<file path="config.mk">
export PLATFORM = sky130hd
export DESIGN_NAME = entropy_decode_ac_run_coefficients_bits_flat
export DESIGN_NICKNAME = d
export VERILOG_FILES = /design/src/rtl/prores_vlc_pkg.sv /design/src/rtl/entropy_decode_ac_run_coefficients_bits_if.sv /design/src/rtl/vlc_bit_prefix_counter.sv /design/src/rtl/entropy_decode_ac_run_coefficients_bits.sv /design/src/flat_wrapper.sv
export SDC_FILE = /design/constraint.sdc
export NUM_CORES = 1
export LEC_CHECK = 0
export CORE_UTILIZATION = 56
export DETAILED_ROUTE_END_ITERATION = 16
export MAX_ROUTING_LAYER = met4
export PLACE_DENSITY = 0.78
export SYNTH_ARGS = -nofsm -noshare
export SYNTH_HDL_FRONTEND = slang
export SYNTH_SLANG_ARGS = --single-unit
</file>
<file path="constraint.sdc">
create_clock -name clk -period 5.7 [get_ports clk]
set_clock_uncertainty 0.2 [all_clocks]
set_input_delay 0.855 -clock clk [delete_from_list [all_inputs] [get_ports clk]]
set_output_delay 0.855 -clock clk [all_outputs]
set_load 0.01 [all_outputs]
</file>
<file path="src/rtl/prores_vlc_pkg.sv">
// rtl/prores_vlc_pkg.sv - shared ProRes VLC run-context constants, FSM state type and codebook selection
package prores_vlc_pkg;

    // Run context value after reset / block start, and its saturation ceiling.
    localparam logic [3:0] RUN_CTX_INIT = 4'd4;
    localparam logic [3:0] RUN_CTX_MAX  = 4'd15;

    typedef enum logic [1:0] {
        ST_PREFIX,
        ST_SUFFIX,
        ST_EMIT,
        ST_ERROR
    } run_dec_state_e;

    // lastq_plus1 = lastQ + 1, so lastQ = -1 is encoded as 0 and the Rice
    // branch is taken when the zero count is strictly below lastq_plus1.
    typedef struct packed {
        logic [1:0] lastq_plus1;
        logic [1:0] kr;
        logic [1:0] ke;
    } run_codebook_t;

    // Codebook parameters selected by the previous decoded run (saturated to 4 bits).
    function automatic run_codebook_t run_codebook(input logic [3:0] prev);
        run_codebook_t cb;
        if (prev <= 4'd1)       cb = '{lastq_plus1: 2'd3, kr: 2'd0, ke: 2'd1};
        else if (prev <= 4'd3)  cb = '{lastq_plus1: 2'd2, kr: 2'd0, ke: 2'd1};
        else if (prev == 4'd4)  cb = '{lastq_plus1: 2'd0, kr: 2'd0, ke: 2'd0};
        else if (prev <= 4'd8)  cb = '{lastq_plus1: 2'd2, kr: 2'd1, ke: 2'd2};
        else if (prev <= 4'd14) cb = '{lastq_plus1: 2'd0, kr: 2'd0, ke: 2'd1};
        else                    cb = '{lastq_plus1: 2'd0, kr: 2'd0, ke: 2'd2};
        return cb;
    endfunction

endpackage

</file>
<file path="src/rtl/entropy_decode_ac_run_coefficients_bits_if.sv">
// rtl/entropy_decode_ac_run_coefficients_bits_if.sv - bit-in / run-out handshake bundle for the AC run decoder
//
// Signals:
//   block_start          new AC run sequence (context reload, abort partial codeword)
//   in_bit/in_valid      bitstream input, MSB first; accepted when in_valid & in_ready
//   in_ready             decoder can take a bit this cycle
//   out_run/out_valid    decoded run, accepted when out_valid & out_ready
//   out_error            sticky malformed/oversize codeword flag
// master = bit source / run sink side, slave = decoder side.
interface entropy_decode_ac_run_coefficients_bits_if #(
    parameter int RUN_W = 16
);
    logic             block_start;
    logic             in_bit;
    logic             in_valid;
    logic             in_ready;
    logic [RUN_W-1:0] out_run;
    logic             out_valid;
    logic             out_ready;
    logic             out_error;

    modport master (
        output block_start, in_bit, in_valid, out_ready,
        input  in_ready, out_run, out_valid, out_error
    );

    modport slave (
        input  block_start, in_bit, in_valid, out_ready,
        output in_ready, out_run, out_valid, out_error
    );
endinterface

</file>
<file path="src/rtl/vlc_bit_prefix_counter.sv">
// rtl/vlc_bit_prefix_counter.sv - leading-zero counter with limit detection for VLC prefix decoding
//
// Ports:
//   clk, reset   clock, synchronous active-high reset
//   clear_i      return the count to zero (wins over inc_i)
//   inc_i        one more leading zero accepted
//   count_o      zeros counted so far
//   limit_o      inc_i would push the count past MAX_COUNT (count is then held)
module vlc_bit_prefix_counter #(
    parameter int MAX_COUNT = 24,
    parameter int CNT_W     = $clog2(MAX_COUNT + 1)
) (
    input  logic             clk,
    input  logic             reset,
    input  logic             clear_i,
    input  logic             inc_i,
    output logic [CNT_W-1:0] count_o,
    output logic             limit_o
);

    logic [CNT_W-1:0] count_q;
    logic [CNT_W-1:0] count_d;

    assign limit_o = inc_i && (count_q == CNT_W'(MAX_COUNT));
    assign count_o = count_q;

    always_comb begin
        count_d = count_q;
        if (clear_i) begin
            count_d = '0;
        end else if (inc_i && !limit_o) begin
            count_d = count_q + 1'b1;
        end
    end

    always_ff @(posedge clk) begin
        if (reset) begin
            count_q <= '0;
        end else begin
            count_q <= count_d;
        end
    end

endmodule

</file>
<file path="src/rtl/entropy_decode_ac_run_coefficients_bits.sv">
// rtl/entropy_decode_ac_run_coefficients_bits.sv - bit-serial ProRes AC run codeword decoder with adaptive codebook
//
// Ports:
//   clk    clock
//   reset  synchronous active-high reset
//   bus    slave side of the handshake bundle (bits in, runs out, error flag)
// Parameters:
//   RUN_W       width of the decoded run
//   MAX_PREFIX  longest leading-zero prefix accepted before flagging an error
module entropy_decode_ac_run_coefficients_bits
    import prores_vlc_pkg::*;
#(
    parameter int RUN_W      = 16,
    parameter int MAX_PREFIX = 24
) (
    input  logic clk,
    input  logic reset,
    entropy_decode_ac_run_coefficients_bits_if.slave bus
);

    localparam int ACC_W  = MAX_PREFIX + 3;
    localparam int ZCNT_W = $clog2(MAX_PREFIX + 1);
    // Longest suffix is MAX_PREFIX zeros past the escape point plus ke=2.
    localparam int LEN_W  = $clog2(MAX_PREFIX + 3);

    run_dec_state_e   state_q, state_d;
    logic [3:0]       prev_q, prev_d;
    logic [ACC_W-1:0] acc_q, acc_d;
    logic [LEN_W-1:0] len_q, len_d;
    run_codebook_t    cb_q, cb_d;
    logic             rice_q, rice_d;
    logic [RUN_W-1:0] run_q, run_d;

    logic             accept;
    logic [ZCNT_W-1:0] zcnt;
    logic             zcnt_limit;
    logic             zcnt_inc;
    logic             zcnt_clear;

    run_codebook_t    cb_new;
    logic             rice_new;
    logic [ACC_W-1:0] acc_init;
    logic [LEN_W-1:0] len_new;
    logic [ACC_W-1:0] acc_shift;
    logic [ACC_W-1:0] fin_acc;
    logic             fin_rice;
    run_codebook_t    fin_cb;
    logic [ACC_W-1:0] run_full;
    logic             run_fits;

    // Rice:  acc holds (Z<<kr)|r directly.
    // EG:    acc holds m = (1<<(z+ke))|b; the marker bit was preloaded at the '1'.
    function automatic logic [ACC_W-1:0] final_run(input logic [ACC_W-1:0] acc,
                                                   input logic             rice,
                                                   input run_codebook_t    cb);
        if (rice) begin
            return acc;
        end
        return acc - (ACC_W'(1) << cb.ke) + (ACC_W'(cb.lastq_plus1) << cb.kr);
    endfunction

    assign bus.in_ready  = ((state_q == ST_PREFIX) || (state_q == ST_SUFFIX))
                           && !bus.block_start && !reset;
    assign bus.out_valid = (state_q == ST_EMIT);
    assign bus.out_error = (state_q == ST_ERROR);
    assign bus.out_run   = run_q;

    assign accept     = bus.in_valid && bus.in_ready;
    assign zcnt_inc   = accept && (state_q == ST_PREFIX) && !bus.in_bit;
    assign zcnt_clear = bus.block_start || ((state_q == ST_EMIT) && bus.out_ready);

    vlc_bit_prefix_counter #(
        .MAX_COUNT (MAX_PREFIX),
        .CNT_W     (ZCNT_W)
    ) u_prefix (
        .clk     (clk),
        .reset   (reset),
        .clear_i (zcnt_clear),
        .inc_i   (zcnt_inc),
        .count_o (zcnt),
        .limit_o (zcnt_limit)
    );

    // Codebook and suffix setup as seen when the terminating '1' arrives.
    always_comb begin
        cb_new   = run_codebook(prev_q);
        rice_new = (zcnt < ZCNT_W'(cb_new.lastq_plus1));
        if (rice_new) begin
            acc_init = ACC_W'(zcnt);
            len_new  = LEN_W'(cb_new.kr);
        end else begin
            acc_init = ACC_W'(1);
            len_new  = LEN_W'(zcnt) - LEN_W'(cb_new.lastq_plus1) + LEN_W'(cb_new.ke);
        end
        acc_shift = (acc_q << 1) | ACC_W'(bus.in_bit);

        // Completion can happen from PREFIX (empty suffix) or on the last SUFFIX bit.
        if (state_q == ST_PREFIX) begin
            fin_acc  = acc_init;
            fin_rice = rice_new;
            fin_cb   = cb_new;
        end else begin
            fin_acc  = acc_shift;
            fin_rice = rice_q;
            fin_cb   = cb_q;
        end
        run_full = final_run(fin_acc, fin_rice, fin_cb);
        // Range check on the full-width result, before truncation to RUN_W.
        run_fits = (run_full >> RUN_W) == '0;
    end

    always_comb begin
        state_d = state_q;
        prev_d  = prev_q;
        acc_d   = acc_q;
        len_d   = len_q;
        cb_d    = cb_q;
        rice_d  = rice_q;
        run_d   = run_q;

        if (bus.block_start) begin
            state_d = ST_PREFIX;
            prev_d  = RUN_CTX_INIT;
            acc_d   = '0;
            len_d   = '0;
        end else begin
            unique case (state_q)
                ST_PREFIX: begin
                    if (accept) begin
                        if (!bus.in_bit) begin
                            if (zcnt_limit) begin
                                state_d = ST_ERROR;
                            end
                        end else begin
                            cb_d   = cb_new;
                            rice_d = rice_new;
                            acc_d  = acc_init;
                            len_d  = len_new;
                            if (len_new == '0) begin
                                if (run_fits) begin
                                    run_d   = run_full[RUN_W-1:0];
                                    state_d = ST_EMIT;
                                end else begin
                                    state_d = ST_ERROR;
                                end
                            end else begin
                                state_d = ST_SUFFIX;
                            end
                        end
                    end
                end
                ST_SUFFIX: begin
                    if (accept) begin
                        acc_d = acc_shift;
                        len_d = len_q - 1'b1;
                        if (len_q == LEN_W'(1)) begin
                            if (run_fits) begin
                                run_d   = run_full[RUN_W-1:0];
                                state_d = ST_EMIT;
                            end else begin
                                state_d = ST_ERROR;
                            end
                        end
                    end
                end
                ST_EMIT: begin
                    if (bus.out_ready) begin
                        prev_d  = (run_q > RUN_W'(RUN_CTX_MAX)) ? RUN_CTX_MAX : run_q[3:0];
                        acc_d   = '0;
                        len_d   = '0;
                        state_d = ST_PREFIX;
                    end
                end
                ST_ERROR: begin
                    state_d = ST_ERROR;
                end
                default: begin
                    state_d = ST_PREFIX;
                end
            endcase
        end
    end

    always_ff @(posedge clk) begin
        if (reset) begin
            state_q <= ST_PREFIX;
            prev_q  <= RUN_CTX_INIT;
            acc_q   <= '0;
            len_q   <= '0;
            cb_q    <= '0;
            rice_q  <= 1'b0;
            run_q   <= '0;
        end else begin
            state_q <= state_d;
            prev_q  <= prev_d;
            acc_q   <= acc_d;
            len_q   <= len_d;
            cb_q    <= cb_d;
            rice_q  <= rice_d;
            run_q   <= run_d;
        end
    end

endmodule

</file>
<file path="src/flat_wrapper.sv">
// flat-port wrapper written by rule: the top's interface ports become plain ports
module entropy_decode_ac_run_coefficients_bits_flat import prores_vlc_pkg::*;
#(
    parameter int RUN_W      = 16,
    parameter int MAX_PREFIX = 24
)
  (clk, reset, bus_block_start, bus_in_bit, bus_in_valid, bus_out_ready, bus_in_ready, bus_out_run, bus_out_valid, bus_out_error);
  entropy_decode_ac_run_coefficients_bits_if #(.RUN_W(RUN_W)) bus_i ();
  input  logic clk;
  input  logic reset;
  input wire logic [$bits(bus_i.block_start)-1:0] bus_block_start;
  input wire logic [$bits(bus_i.in_bit)-1:0] bus_in_bit;
  input wire logic [$bits(bus_i.in_valid)-1:0] bus_in_valid;
  input wire logic [$bits(bus_i.out_ready)-1:0] bus_out_ready;
  output wire logic [$bits(bus_i.in_ready)-1:0] bus_in_ready;
  output wire logic [$bits(bus_i.out_run)-1:0] bus_out_run;
  output wire logic [$bits(bus_i.out_valid)-1:0] bus_out_valid;
  output wire logic [$bits(bus_i.out_error)-1:0] bus_out_error;
  assign bus_i.block_start = bus_block_start;
  assign bus_i.in_bit = bus_in_bit;
  assign bus_i.in_valid = bus_in_valid;
  assign bus_i.out_ready = bus_out_ready;
  assign bus_in_ready = bus_i.in_ready;
  assign bus_out_run = bus_i.out_run;
  assign bus_out_valid = bus_i.out_valid;
  assign bus_out_error = bus_i.out_error;
  entropy_decode_ac_run_coefficients_bits #(.RUN_W(RUN_W), .MAX_PREFIX(MAX_PREFIX)) u_core (.clk(clk), .reset(reset), .bus(bus_i));
endmodule
</file>
* Word level (Yosys, flattened, before mapping)
Index checks and enable logic that the tools add are counted.
** Operators by class
- Magnitude comparators :: 6
- Bitwise gates (word level) :: 2
- Shift-type cells :: 2
- Equality and inequality tests :: 13
- Add/subtract/negate cells :: 6
- Multiplexer cells :: 40
- Reduce and logical (&&, ||, !) cells :: 26
** Operator list (count)
- 26-bit 2-to-1 mux :: 4
- 16-bit 2-to-1 mux :: 6
- 27-bit 2-to-1 mux :: 3
- 26-bit one-hot mux with 3 select lines :: 1
- 16-bit one-hot mux with 2 select lines :: 1
- 5-bit 2-to-1 mux :: 6
- 6-bit 2-to-1 mux :: 5
- 27-bit adder :: 1
- 27-bit zero test :: 1
- 27-bit by 1-bit bitwise OR with 27-bit output :: 1
- 1-bit by 2-bit left shift with 27-bit output (first input constant) :: 1
- 2-bit by 2-bit left shift with 27-bit output :: 1
- 27-bit subtractor :: 1
- 16-bit by 4-bit > comparator with 1-bit output (second input constant) :: 1
- 2-bit 2-to-1 mux :: 8
- 5-bit one-hot mux with 3 select lines :: 1
- 5-bit AND reduction :: 2
- 4-bit <= comparator (second input constant) :: 2
- 1-bit logical AND :: 8
- 2-bit inequality test (second input constant) :: 4
- 2-bit one-hot mux with 4 select lines :: 1
- 7-bit AND reduction :: 1
- 5-bit by 1-bit adder with 5-bit output (second input constant) :: 1
- 5-bit by 2-bit adder with 5-bit output :: 1
- other kinds (24) :: 33
** Word-level totals
- Register bits :: 65
- Input port bits :: 6
- Output and inout bits :: 19

* Depth between registers and ports, before layout
Gate-level depths: netlist (run 1).
- Word-level depth :: 18
- Mapped depth :: 25

* Cells and area by module
A second synthesis (run 1) with hierarchy kept.
** Second synthesis, totals
- Cells, all modules :: 731
- Area, all modules :: 5560.3 µm²
** By module, submodules not included
- entropy_decode_ac_run_coefficients_bits :: area an instance 5303.8 µm², times used 1, cells an instance 702, seq. area each 1181.1 µm²
- vlc_bit_prefix_counter :: area an instance 256.5 µm², times used 1, cells an instance 29, seq. area each 100.1 µm²

* Worst setup path before layout (run 1)
No wires, ideal clock.
- Path kind :: flip-flop to flip-flop
- Start point :: register u_core.prev_q[1]
- End point :: register u_core.run_q[1] (netlist: u_core.bus.out_run[1])
- Arrival :: 4.973 ns
- Required time :: 5.369 ns
- Clock period less this slack :: 5.304 ns
- Path slack :: 0.396 ns
- Stages on the path, launching flop included :: 24
- Cells stage by stage :: dfxtp_1 > clkbuf_1 > nor2_1 > mux2i_1 > inv_1 > ha_1 > o41ai_1 > nand3_1 > nor3_1 > a21oi_1 > fa_1 > inv_1 > fa_1 > a211oi_1 > o211a_1 > o31a_1 > nor3_1 > or3_1 > a211oi_1 > a31oi_1 > nor4_4 > buf_6 > mux2i_1 > nor2_1
** RTL lines
- start, declared :: line entropy_decode_ac_run_coefficients_bits.sv:27 : logic [3:0] prev_q, prev_d;
- start signal, assigned :: line entropy_decode_ac_run_coefficients_bits.sv:195 : prev_q <= prev_d;
- end signal, assigned :: line entropy_decode_ac_run_coefficients_bits.sv:200 : run_q <= run_d;
- end, declared :: line entropy_decode_ac_run_coefficients_bits.sv:32 : logic [RUN_W-1:0] run_q, run_d;

==> results.cfg, run 1 <==
[layout]
utilization_pct = 64.1
n_antenna_cell = 0
drive_gt1_share_pct = 9.80
area_growth_pct = 11.7
nNetsFinal = 764

[synth]
yosysMostFrequentCell = nand2_1
netlist_instances = 699
ys_types = 72
ys_seq_area_share_pct = 24.3
synth_edf_count = 0
synth_area_leaders = dfxtp_1, ha_1, nand2_1
yosys_warnings = 0
yosysTopAreaCellShare_pct = 24.3
yosys.area.top_type = dfxtp_1
synth_common_cells = nand2_1, nor2_1, dfxtp_1
synthArstFlopShare_pct = 0
syn-cell-area_um2 = 5280
synth_flop_cell = dfxtp_1
synth.net_count = 754
avgSynthCellArea_um2 = 7.55
synth-seq-cells = 64

[setup_path]
r2r_end = u_core.bus.out_run[0]
crit_buf_inv = 4
path_cells = nor2_2, mux2i_1, inv_1, ha_1, o41ai_1, nand3_1, nor3_2, a21oi_1, fa_1, inv_1, fa_1, a211oi_2, o211ai_1, and3_1, a2111oi_1, nor2_1, and4_1, a32oi_2, nor4_4, buf_4, clkbuf_16, nor2_1, a211oi_2
path_max_fanout = 15
path_class = reg -> reg
timing.rr.start = u_core.prev_q[0]
critPathRequiredTime_ns = 5.75
cp.arrival_ns = 5.59
reg2reg_slack_ns = 0.15
critPathSlowestCell = fa_1
worst_setup_path_start_kind = flip-flop
critPathMaxStageDelay_ns = 0.51
crit_family = compound AO/OA/AOI/OAI gates
r2r_cells = 23
cp-end-kind = flip-flop

[floorplan]
fp-row-count = 35
die-area_um2 = 9820
ios = 25
die_x_um = 99.1
initial_core_util_pct = 57.4
dieHeight_um = 99.1
coreArea_um2 = 9200

[global_routing]
grt_max_degree = 35
grt_use_met1_pct = 38.3
antenna_found_initial = 0
busiest_layer = met2
gr-total-overflow = 0
grt_pass1_wl_um = 22400
grtUsageTotal_pct = 29.0
grt_pass1_vias = 4683
met3_usage_pct = 3.69
grtUsageMet2_pct = 45.6

[routing]
drtPass1Iterations = 5
routed_wl_um = 13900
remaining_drc_errors = 0
drt_iter0_markers = 385
viasPerCell = 6.28
wl_per_cell_um = 16.9
vias = 5178
ant_nets = 0

[clocking]
cts_tree = built
clk_pin_slew_worst_paths_ns = 0.09
htreeDepth = 3
numCtsBuffers = 9
clockBufferDepth = 2
cts.sinks = 64
cts_root_buffer = clkbuf_8
insertion_delay_ns = 0.36

[sta]
finalSetupViolCount = 0
fin_crit_sh_pct = 97.3
hold_viol = 0
relSlewSlack_pct = 26.8
slew_violations = 0
postLayoutSetupSlackWorst_ns = 0.155
worst_slew_pin_slew_ns = 1.09
max_freq_mhz = 180
min_period_ns = 5.55
final.setup.tns_ns = 0

[hold_path]
hold_path_startpoint = u_core.acc_q[14]
min_path_cells = 2
hold_path_end = u_core.acc_q[14]
min_path_type = reg -> reg

[run]
cap_violations = 0

[placed_design]
gp_congestion = 0.924
io_buffer_count = 24
hpwl_um = 10200
post-place-ws_ns = 0.135

[power]
powerDensity_nw_per_um2 = 179
p_leak_nw = 2.46
total_power_mw = 1.05
worst_ir_drop_vdd_v = 0.000125

[status]
status = finished clean
==> metrics by stage <==
| stage | hold slack (ns) | std cells | instance area, µm² |
|---|---|---|---|
| floorplan | 0.245 | 699 | 5280 |
| global placement | 0.256 | 806 | 5580 |
| detailed placement | 0.266 | 806 | 5580 |
| CTS | 0.276 | 822 | 5810 |
| global route | 0.289 | 825 | 5890 |
| finish | 0.278 | 825 | 5890 |
==> layer usage <==
| layer | vias to the layer above | part of all wire [%] |
|---|---|---|
| li1 | 2531 | - |
| met1 | 2448 | 46 |
| met2 | 170 | 47 |
| met3 | 29 | 4.8 |
| met4 | 0 | 2.4 |
| met5 | - | 0 |
==> final cells by class <==
cell class | count | area (µm²)
multi-input cells | 546 | 3680
fillers | 813 | 3300
flip-flops and latches | 64 | 1280
repair buffers | 38 | 375
inverters | 50 | 188
well taps | 111 | 139
clock buffers | 10 | 138
clock inverters | 6 | 91.3
==> cells in the final DEF (no fill, tap or decap), drive strengths merged, types with 5 or more instances in the layout <==
master         count
mux2               5
fa                 5
a31oi              5
o211ai             5
a21oi             61
nand3             29
nor3b              5
mux2i             12
nor3              20
and2               5
o21ai             30
inv               50
nand4              9
clkbuf            11
xnor2             14
xor2               9
a211oi            25
dfxtp             64
a22oi             13
nor2              71
ha                44
buf               13
nor4               7
and3               6
a21o              13
clkdlybuf4s50     24
nor2b              5
nand2             83
==> worst register-to-register path: stages, from the launching register on <==
cell and delay (ns):
dfxtp_1 0.37, nor2_2 0.19, mux2i_1 0.27, inv_1 0.07, ha_1 0.27, o41ai_1 0.10
nand3_1 0.27, nor3_2 0.21, a21oi_1 0.10, fa_1 0.49, inv_1 0.07, fa_1 0.51
a211oi_2 0.27, o211ai_1 0.22, and3_1 0.24, a2111oi_1 0.42, nor2_1 0.08, and4_1 0.20
a32oi_2 0.28, nor4_4 0.08, buf_4 0.17, clkbuf_16 0.18, nor2_1 0.12, a211oi_2 0.06
==> flip-flops by register name (all words and copies together), names as in the netlist <==
name and count:
u_core.bus.out_run 16, u_core.acc_q 26, u_core.state_q 2, u_core.len_q 5, u_core.u_prefix.count_o 5, u_core.rice_q 1, u_core.prev_q 4, u_core.cb_q 5
==> cell families after synthesis <==
logic type | share of synthesized area, %
multiplexers | 3.34
adder cells (fa/ha/maj) | 12.5
flip-flops | 24.3
AO/OA/AOI/OAI | 26.6
AND/OR/NAND/NOR | 22.4
buffers and inverters | 6.95
XOR/XNOR | 3.82
other | 0.142
==> where the power goes <==
part	internal, mW	switching, mW	total, mW
Clock	0.260	0.196	0.456
Sequential	0.450	0.00270	0.452
Combinational	0.0597	0.0862	0.146
Total	0.770	0.284	1.05
==> worst max path at each step <==
stage,startpoint,to,slack (ns),depth (start not counted)
finish,u_core.prev_q[0],u_core.bus.out_run[0],0.15,23
global route,u_core.prev_q[0],u_core.bus.out_run[14],-0.1,22
CTS,u_core.prev_q[0],u_core.bus.out_run[3],0.05,22
detailed placement,u_core.prev_q[0],u_core.bus.out_run[3],0.14,22
global placement,u_core.prev_q[0],u_core.state_q[0],0.32,21
floorplan,u_core.prev_q[1],u_core.bus.out_run[1],0.40,23
==> timing repair <==
action	in CTS	in global routing
resized for setup	0	12
setup endpoints to repair	0	17
hold buffers	0	0
setup buffers	0	2
Power figures use the tool's default switching activity.
==> run 2: changes to the inputs <==
- PLACE_DENSITY: 0.78 -> 0.89
==> run 2 against run 1 <==
  * Non-clock buffer count is 3 higher
  * First-iteration DRC count is 11% higher
  * Wire length is 2.6% higher
  * Fmax is 0.58% lower
  * Utilization is 0.39 points higher
  * Die area stayed put
  * Sequential power hardly changed
  * Count of clock-buffer cells in the layout is 1 lower
  * Sequential cell count stayed put
  * Hold slack worse by 0.00070 ns
  * Sequential share of layout area is 0.13 points lower
  * Critical endpoint is now u_core.bus.out_run[3]
  * Largest cell class unchanged
==> results.cfg, run 2 (synthesis gave the netlist of run 1 again) <==
[clocking]
postCtsHoldBufs = 0
cts.sinks = 64
htreeDepth = 3
clockBufferDepth = 2
cts_root_buffer = clkbuf_8
numCtsBuffers = 9
insertion_delay_ns = 0.35
clk_pin_slew_worst_paths_ns = 0.08
cts_tree = built

[layout]
drive_gt1_share_pct = 9.90
nNetsFinal = 767
top_register = u_core.acc_q
stdcell_count = 828
largest_reg_flops = 26
utilization_pct = 64.5
n_antenna_cell = 0
mostFrequentLayoutCells = nand2_1, nor2_1, dfxtp_1
final_common_cell = nand2_1
area_growth_pct = 12.4

[sta]
slew_violations = 0
final.setup.tns_ns = 0
hold_ws_ns = 0.277
max_freq_mhz = 179
hold_viol = 0
worst_slew_pin_slew_ns = 1.21
relSlewSlack_pct = 18.6
min_period_ns = 5.58
fin_crit_sh_pct = 97.9
finalSetupViolCount = 0

[setup_path]
path_cells = nor2_2, mux2i_1, inv_1, ha_1, o41ai_1, nand3_1, nor3_2, a21oi_1, fa_1, inv_1, fa_1, a211oi_2, buf_4, o211ai_1, and3_1, a2111oi_1, nor2_1, and4_1, a32oi_2, nor4_4, buf_4, buf_12, mux2i_1, nor2_1
worst_setup_path_start_kind = flip-flop
critPathMaxStageDelay_ns = 0.49
path_max_fanout = 15
cp.arrival_ns = 5.60
cp-end-kind = flip-flop
critPathRequiredTime_ns = 5.72
critPathSlowestCell = fa_1
path_class = reg -> reg

[routing]
routed_wl_um = 14300
drtPass1Iterations = 5
wl_per_cell_um = 17.2
drt_iter0_markers = 427
remaining_drc_errors = 0
viasPerCell = 6.46
ant_nets = 0
vias = 5346

[power]
powerDensity_nw_per_um2 = 185
p_leak_nw = 2.48
worst_ir_drop_vdd_v = 0.000184
total_power_mw = 1.10

[floorplan]
initial_core_util_pct = 57.4
fp-row-count = 35
ios = 25
coreArea_um2 = 9200
dieHeight_um = 99.1
die-area_um2 = 9820
die_x_um = 99.1

[hold_path]
min_path_type = reg -> reg

[global_routing]
grt_max_degree = 35
gr-total-overflow = 0
antenna_found_initial = 0
grt_pass1_vias = 4865
grtUsageTotal_pct = 28.7
grt_pass1_wl_um = 22300

[placed_design]
hpwl_um = 10200
dp.cells = 807
io_buffer_count = 24
gp_congestion = 0.951

[status]
status = finished clean

[run]
cap_violations = 0
==> run 2: path summary, 6_finish.rpt <==
check	startpoint	to	slack [ns]	depth (start not counted)
max reg2reg	u_core.prev_q[1]	u_core.bus.out_run[3]	0.12	24
min reg2reg	u_core.acc_q[21]	u_core.acc_q[21]	0.28	2
max	u_core.prev_q[1]	u_core.bus.out_run[3]	0.12	24
min	u_core.acc_q[21]	u_core.acc_q[21]	0.28	2
==> run 2: power breakdown <==
group | switching (mW) | internal [mW] | total (mW)
clock network | 0.200 | 0.297 | 0.496
logic | 0.0881 | 0.0617 | 0.150
registers | 0.00287 | 0.449 | 0.452
==> run 2: per-stage QoR <==
step	cell area, µm²	worst slack, ns
6_report	5930	0.122
5_1_grt	5930	-0.0697
4_1_cts	5840	0.0232
3_5_place_dp	5590	0.138
3_3_place_gp	5590	0.346
2_1_floorplan	5280	0.396
==> run 2: cell type report <==
cell class	instances	area (µm²)
repair buffers	41	398
flip-flops and latches	64	1280
inverters	50	188
clock inverters	7	128
well taps	111	139
multi-input cells	546	3670
clock buffers	9	124
fillers	760	3270
==> run 2: metal layers <==
metal / vias to the layer above / global-route usage (%) / share of wire [%]
met2: 245 / 46.4 / 47
met3: 46 / 4.61 / 7.7
met4: 0 / 10.4 / 3.1
li1: 2540 / - / -
met5: - / - / 0
met1: 2515 / 36.4 / 43
==> run 2: what timing repair did <==
action                     4_1_cts  5_1_grt
setup endpoints to repair        0       17
setup buffers                    0        4
hold endpoints to repair         0        0
gates resized for setup          0       10
==> run 2: critical path: cells and delay by family (launching register included) <==
family / cells / cell delay, ns
DFF: 1 / 0.39
adders and majority gates: 3 / 1.25
AOI/OAI and AO/OA: 6 / 1.34
buffers and inverters: 5 / 0.62
muxes: 2 / 0.40
and+or+nand+nor: 8 / 1.23
